File: src/rtl/extremity_switches_supervisor.sv
// extremity_switches_supervisor: debounces and qualifies the two extremity switches of an axis,
// gates step requests away from a reached extremity and generates the shared LED blinker.
package extremity_switches_supervisor_pkg;
   typedef struct packed {
      logic clk;
      logic reset;
   } ckrs_t;
   typedef struct packed {
      logic       Polarity;
      logic [1:0] SelectedInputSwitches_b2;
   } switchstate_t;
endpackage

module extremity_switches_supervisor
   import extremity_switches_supervisor_pkg::*;
#(
   parameter int DEBOUNCE_CYCLES   = 25000,
   parameter int BLINK_HALF_PERIOD = 6250000
) (
   input  ckrs_t              ClkRs_ix,
   input  logic [1:0]         rawswitches,
   input  switchstate_t [1:0] switchesconfig,
   input  logic               step_req_i,
   input  logic               dir_i,
   output logic               step_ack_o,
   output logic               step_nack_o,
   output logic               step_o,
   output logic               dir_o,
   output logic [1:0]         debounced_o,
   output logic               extremity_out_o,
   output logic               extremity_in_o,
   output logic               fault_o,
   output logic               blinker_o
);
   localparam int CW = $clog2(DEBOUNCE_CYCLES);
   localparam int BW = $clog2(BLINK_HALF_PERIOD + 1);

   typedef enum logic [1:0] {INIT, RUN, FAULT} state_t;

   logic clk, rst_n;
   assign clk   = ClkRs_ix.clk;
   assign rst_n = ClkRs_ix.reset;

   logic [1:0]         sync1_q, sync2_q, stable_q, stable_d, corr;
   logic [CW-1:0]      deb_cnt_q [2];
   logic [CW-1:0]      deb_cnt_d [2];
   switchstate_t [1:0] cfg_q;
   logic               loaded_q;
   state_t             state_q, state_d;
   logic [CW-1:0]      settle_q, settle_d;
   logic               ext_out_q, ext_out_d, ext_in_q, ext_in_d;
   logic               ack_q, ack_d, nack_q, nack_d, dir_q, dir_d;
   logic [BW-1:0]      blink_cnt_q, blink_cnt_d;
   logic               blink_q, blink_d;
   logic               cfg_chg, fault_cond, grant, busy;

   always_comb begin
      for (int i = 0; i < 2; i++) begin
         stable_d[i]  = stable_q[i];
         deb_cnt_d[i] = '0;
         if (sync2_q[i] != stable_q[i]) begin
            if (deb_cnt_q[i] == CW'(DEBOUNCE_CYCLES - 1)) stable_d[i] = sync2_q[i];
            else deb_cnt_d[i] = deb_cnt_q[i] + CW'(1);
         end
         corr[i] = stable_q[i] ^ switchesconfig[i].Polarity;
      end
      ext_out_d  = |(corr & switchesconfig[0].SelectedInputSwitches_b2);
      ext_in_d   = |(corr & switchesconfig[1].SelectedInputSwitches_b2);
      // the first cycle after reset only loads the config register
      cfg_chg    = loaded_q && (switchesconfig != cfg_q);
      fault_cond = (switchesconfig[0].SelectedInputSwitches_b2 == 2'b00) ||
                   (switchesconfig[1].SelectedInputSwitches_b2 == 2'b00) ||
                   (ext_out_q && ext_in_q);
      state_d  = state_q;
      settle_d = settle_q;
      case (state_q)
         INIT: begin
            if (cfg_chg) settle_d = '0;
            else if (settle_q == CW'(DEBOUNCE_CYCLES - 1)) state_d = RUN;
            else settle_d = settle_q + CW'(1);
         end
         RUN: begin
            if (fault_cond) state_d = FAULT;
            else if (cfg_chg) begin
               state_d  = INIT;
               settle_d = '0;
            end
         end
         FAULT: begin
            if (!fault_cond) begin
               state_d  = INIT;
               settle_d = '0;
            end
         end
         default: state_d = INIT;
      endcase
      busy   = ack_q || nack_q;
      grant  = (state_q == RUN) && (dir_i ? !ext_out_q : !ext_in_q);
      ack_d  = step_req_i && !busy && grant;
      nack_d = step_req_i && !busy && !grant;
      dir_d  = ack_d ? dir_i : dir_q;
      blink_d     = blink_q;
      blink_cnt_d = blink_cnt_q + BW'(1);
      if (blink_cnt_q == BW'(BLINK_HALF_PERIOD - 1)) begin
         blink_cnt_d = '0;
         blink_d     = ~blink_q;
      end
   end

   always_ff @(posedge clk or negedge rst_n) begin
      if (!rst_n) begin
         sync1_q      <= '0;
         sync2_q      <= '0;
         stable_q     <= '0;
         deb_cnt_q[0] <= '0;
         deb_cnt_q[1] <= '0;
         cfg_q        <= '0;
         loaded_q     <= 1'b0;
         state_q      <= INIT;
         settle_q     <= '0;
         ext_out_q    <= 1'b0;
         ext_in_q     <= 1'b0;
         ack_q        <= 1'b0;
         nack_q       <= 1'b0;
         dir_q        <= 1'b0;
         blink_cnt_q  <= '0;
         blink_q      <= 1'b0;
      end else begin
         sync1_q      <= rawswitches;
         sync2_q      <= sync1_q;
         stable_q     <= stable_d;
         deb_cnt_q[0] <= deb_cnt_d[0];
         deb_cnt_q[1] <= deb_cnt_d[1];
         cfg_q        <= switchesconfig;
         loaded_q     <= 1'b1;
         state_q      <= state_d;
         settle_q     <= settle_d;
         ext_out_q    <= ext_out_d;
         ext_in_q     <= ext_in_d;
         ack_q        <= ack_d;
         nack_q       <= nack_d;
         dir_q        <= dir_d;
         blink_cnt_q  <= blink_cnt_d;
         blink_q      <= blink_d;
      end
   end

   assign step_ack_o      = ack_q;
   assign step_nack_o     = nack_q;
   assign step_o          = ack_q;
   assign dir_o           = dir_q;
   assign debounced_o     = stable_q;
   assign extremity_out_o = ext_out_q;
   assign extremity_in_o  = ext_in_q;
   assign fault_o         = (state_q == FAULT);
   assign blinker_o       = blink_q;
endmodule

File: config.mk
export PLATFORM = sky130hd
export DESIGN_NAME = extremity_switches_supervisor
export DESIGN_NICKNAME = d
export VERILOG_FILES = /design/src/rtl/extremity_switches_supervisor.sv
export SDC_FILE = /design/constraint.sdc
export NUM_CORES = 1
export LEC_CHECK = 0
export CAP_MARGIN = 20
export CORE_UTILIZATION = 45
export DETAILED_ROUTE_END_ITERATION = 12
export PLACE_DENSITY = 0.66
export SLEW_MARGIN = 5
export SYNTH_ARGS = -nofsm -noshare
export SYNTH_HDL_FRONTEND = slang
export SYNTH_SLANG_ARGS = --single-unit
File: constraint.sdc
create_clock -name ClkRs_ix -period 2.5 [get_ports ClkRs_ix]
set_input_delay 0.75 -clock ClkRs_ix [delete_from_list [all_inputs] [get_ports ClkRs_ix]]
set_output_delay 0.75 -clock ClkRs_ix [all_outputs]
set_load 0.02 [all_outputs]
After elaboration in Yosys (flattened, before gate mapping)
Cells that the tools add are included.
- flip-flop bits (word level): 89
- output and inout port bits: 10
- $add $sub $neg: 4
- equal/unequal tests: 16
- muxes and demuxes: 18
- bitwise gates (word level): 5
- reductions and logical operators: 23
- operator list (kind ; number):
    2-to-1 mux 15 bit ; 9
    adder 15 x 1 -> 15 bit, second input constant ; 3
    equality test 15 bit, second input constant ; 3
    case mux 15 bit (3 select lines) ; 1
    adder 23 x 1 -> 23 bit, second input constant ; 1
    equality test 23 bit, second input constant ; 1
    2-to-1 mux 23 bit ; 1
    2-to-1 mux 2 bit ; 5
    inequality test 2 bit, second input constant ; 5
    logical AND 1 bit ; 6
    logical NOT 2 bit ; 3
    inequality test 3 bit, second input constant ; 2
    inequality test 6 bit ; 1
    case mux 2 bit (3 select lines) ; 1
    AND reduction 5 bit ; 1
    bitwise AND 2 bit ; 2
    logical NOT 1 bit ; 4
    AND reduction 2 bit ; 2
    AND reduction 4 bit ; 1
    OR reduction 2 bit ; 2
    logical OR 1 bit ; 3
    nonzero test 3 bit ; 1
    equality test 2 x 1 -> 1 bit, second input constant ; 1
    equality test 2 bit, second input constant ; 1
    other kinds (4) ; 6

Logic depth before layout (Yosys ltp)
- depth after elaboration: 5
- depth in mapped cells: 9
- mapped depth without buffers: 8

Worst setup path before layout
OpenSTA, ideal clock, no wires.
- kind: input-to-reg
- from: input switchesconfig[0] in the netlist's numbering
- to: register state_q[0]
- setup time: 0.128 ns
- arrival time: 2.206 ns
- required time: 2.372 ns
- slack: 0.166 ns
- stages on the path: 7
- buffers on the path: 1
- cell sequence: xnor2_1 > nand4_1 > o31a_1 > buf_2 > o41ai_2 > o211ai_1 > mux2_1
- cells in the longest elaborated chain, start to end: 5
- elaborated cells on any way between the ends: 11
- those cells by class: 4 x eq/ne; 2 x mux; 5 x reduce/logical
- RTL lines (item ; RTL line ; source):
    start: declaration ; 22 ; input switchstate_t [1:0] switchesconfig,
    branches (longest 5 deep; another with inequality test 6 bit) ; -- ;
    end signal: assignment ; 136 ; state_q <= state_d;
    end: declaration ; 49 ; state_t state_q, state_d;
Several ways; the timed one is not identified.
A chain may end at the register's enable or synchronous reset.

Final worst setup path
- from: input switchesconfig[1] in the netlist's numbering
- to: register state_q[0]
Same word-level chain as after synthesis.

==> metrics.log <==
[metrics] port bufs: 20
[metrics] final hold violations: 89
[metrics] first-pass GRT wire length: 14600 um
[metrics] kind of critical path: in2reg
[metrics] kind of cell with the highest combined delay on the critical path: buffers and inverters
[metrics] sum of internal, switching and leakage power: 4.05 mW
[metrics] Register-to-Register Path Depth: 7
[metrics] placement-stage cell area: roughly 0.0047 mm^2
[metrics] Buf/Inv on CP: 2
[metrics] arrival time at the worst endpoint: 2.65 ns
[metrics] Slew @ Worst Pin: 0.550 ns
[metrics] average vias per placed instance: 5.36
[metrics] gr usage total: about a fifth
[metrics] n_diodes: 0
[metrics] setup slack of the most critical reg-to-reg path: 0.17 ns
[metrics] final hold slack: -0.351 ns
[metrics] post-route cell area: 0.00514 mm^2
[metrics] final worst-path setup slack: between 0.1 and 0.15 ns
[metrics] Horiz. Die Dim: 98.9 um
[metrics] leakage power figure: around 2.3 nW
[metrics] fraction of the yosys area taken by sequential cells: between 50% and 60%
[metrics] Total Routed Length: 8330 um
[metrics] number of global-route vias before repair: roughly 3400
[metrics] final core utilization: 57.9%
[metrics] NumNets Final: 490
[metrics] count of placed standard cells including taps: 557
[metrics] clock-pin slew of the registers on the worst-case setup and hold paths: around 0.10 ns
[metrics] part of the cycle the worst path needs: 95.8%
[metrics] area added between synthesis and finish: 21.9%
[metrics] number of antenna violations at the first check in global routing: 0
[metrics] Post-Syn Area per Cell: 10.1 um^2
[metrics] outcome: finished, violations left
[metrics] critical path's largest stage delay: 0.52 ns
[metrics] startpoint types: input port
[metrics] setup repair after global routing missed its margin: false
[metrics] clock latency on the worst-skew pair: roughly 0.36 ns
[metrics] final worst path period need: 2.39 ns
[metrics] power density over the cells: roughly 790 mW/mm^2
[metrics] Top-Level Pins: 22
[metrics] Die ar.: about 0.01 mm^2
[metrics] Yosys Warn Count: 0
[metrics] Routed Antenna Nets: 0
[metrics] type of element capturing the critical path: flop
[metrics] worst r2r src: settle_q[11]
[metrics] grt ovf: 0
[metrics] critical path required time: 2.75 ns
[metrics] Final Max Slew Viols: 0
[metrics] height of the die: 98.9 um
[metrics] fraction of post-synthesis cell area in the top cell type by area: 52.8%
[metrics] dominant cell type by area after synthesis: dfrtp_1
[metrics] clk_skew: 0.0127 ns
[metrics] layout cell share with drive strength beyond 1: 12.1%
[metrics] Critical R2R Capture: settle_q[1]
[metrics] TritonCTS clock tree: done
[metrics] MaxCap Viol Count: 0
[metrics] core region area: 0.00889 mm^2
[metrics] number of distinct library cells after synthesis: 47
[metrics] WL per Instance: 14.1 um
[metrics] Max-slew headroom: 63.0%
[metrics] last weighted congestion value of the routability-driven placer: around 0.83
[metrics] setup TNS after final layout: 0 ns
[metrics] drt first pass iters: 4
[metrics] Synth Instances: 419
[metrics] IR drop worst, VDD: 455 uV
[metrics] number of rows in the core area: 34
[metrics] DRC violation count after routing: 0
[metrics] final count of negative-setup-slack endpoints: 0
[metrics] via total after detailed routing: between 3000 and 4000
[metrics] violations in the final reports: negative hold slack
[metrics] cells along the critical path: clkdlybuf4s50_1 > xnor2_1 > nand4_1 > o31a_1 > buf_4 > nand2b_1 > o211ai_1 > mux2_1
[metrics] register bit total from synthesis: 89
[metrics] number of DRC markers in iteration 0: 117
[metrics] biggest area contributors in the synthesized netlist: dfrtp_1, xor2_1, xnor2_1, nor2_1, nand2_1
[metrics] Cell Area, Synth: 0.00422 mm^2
[metrics] synthesized net count: 440
[metrics] pin count of the biggest net entering global routing: 16
[metrics] largest driver fanout on the critical path: 4
[metrics] slowest cell on the critical path: clkdlybuf4s50_1
[metrics] Hold Crit Class: clk2async
[metrics] sum of net half-perimeters after detailed placement: 5230 um
[metrics] FMAX: 0.418 GHz
[metrics] initial core utilization: between 40 and 50%
[metrics] final standard cell count with taps included and fillers excluded: roughly 600
[metrics] pre-CTS worst setup slack: -0.363 ns
[metrics] post-cts hold buffer count: 0
-- cell usage in the layout, fill, tap and decap left out, types with 11 or more instances in the layout --
| cell | instances |
|---|---|
| nand4_1 | 13 |
| dfrtp_1 | 89 |
| inv_1 | 13 |
| buf_4 | 16 |
| nand2_1 | 38 |
| nor3_1 | 15 |
| xnor2_1 | 26 |
| and3_1 | 11 |
| nor2_1 | 60 |
| nand3_1 | 27 |
| clkdlybuf4s50_1 | 19 |
| o21ai_1 | 17 |
| xor2_1 | 32 |
| clkbuf_8 | 19 |
-- synthesized netlist by cell type, drive strengths merged --
cell type / n
nor2b: 1
conb: 1
or3: 9
nor4b: 2
or4: 2
and4: 3
nor2: 61
clkbuf: 3
and2: 1
o211ai: 1
nor3: 15
nor4: 5
o31ai: 1
o21ai: 20
nand4bb: 1
buf: 5
nand3: 28
ha: 9
o31a: 1
a22o: 3
inv: 13
or2: 3
dfrtp: 89
mux2: 4
o41a: 1
nor4bb: 1
a31oi: 1
nand2: 38
xor2: 32
nand4: 13
and3: 11
nand4b: 2
xnor2: 26
nand2b: 1
o2bb2ai: 1
mux2i: 1
o41ai: 1
a21oi: 6
nand3b: 3
-- power breakdown --
| part | switching [mW] | internal (mW) |
|---|---|---|
| Clock | 1.25 | 1.18 |
| Sequential | 0.0281 | 1.43 |
| Combinational | 0.0769 | 0.0831 |
| Total | 1.36 | 2.69 |
-- logic make-up (layout without fill, tap and decap cells) --
| logic type | after synthesis | in the layout | synth area share [%] |
|---|---|---|---|
| simple gates | 200 | 200 | 23.4 |
| compound gates | 36 | 36 | 5.37 |
| xor+xnor | 58 | 58 | 12.0 |
| fa+ha+maj | 9 | 9 | 2.67 |
| buf+inv | 21 | 83 | 2.34 |
| mux | 5 | 5 | 1.30 |
| other cells | 1 | 1 | 0.0888 |
| flops | 89 | 89 | 52.8 |
-- flip-flops by register name, summed over array words and instances (netlist names) --
| register | cells |
|---|---|
| blink_cnt_q | 23 |
| blinker_o | 1 |
| cfg_q | 6 |
| deb_cnt_q | 30 |
| debounced_o | 2 |
| dir_o | 1 |
| extremity_in_o | 1 |
| extremity_out_o | 1 |
| loaded_q | 1 |
| settle_q | 15 |
| state_q | 2 |
| step_ack_o | 1 |
| step_nack_o | 1 |
| sync1_q | 2 |
| sync2_q | 2 |
-- what timing repair did --
action,CTS,global route
resized for setup,1,2
gates cloned,0,0
endpoints found under the setup margin,1,6
buffers inserted,0,0
pin swaps,0,1
-- how the worst max path moves through the flow --
| stage | end | startpoint | cells past startpoint | slack (ns) |
|---|---|---|---|---|
| 6_report | state_q[0] | switchesconfig[1] | 8 | 0.11 |
| 5_1_grt | state_q[0] | switchesconfig[0] | 8 | 0.01 |
| 4_1_cts | state_q[0] | switchesconfig[5] | 7 | 0.02 |
| 3_5_place_dp | state_q[0] | switchesconfig[5] | 7 | -0.36 |
| 3_3_place_gp | state_q[0] | switchesconfig[0] | 7 | -0.32 |
| 2_1_floorplan | state_q[0] | switchesconfig[0] | 7 | 0.17 |
-- layer usage --
| metal | global-route usage, % | wire length (um) |
|---|---|---|
| met3 | 11.6 | 395 |
| met2 | 25.6 | 3750 |
| met5 | 0 | 0 |
| met4 | 18.0 | 230 |
| met1 | 22.9 | 3960 |
-- final cells by class --
class                           instances  area [um^2]
Tap cell                              108          135
Fill cell                             726         3750
Clock inverter                         13          204
Sequential cell                        89         2230
Timing Repair Buffer                   38          359
Clock buffer                           19          262
Inverter                               13         48.8
Multi-Input combinational cell        309         1910
Note: power is estimated with default switching activity, not from simulation.
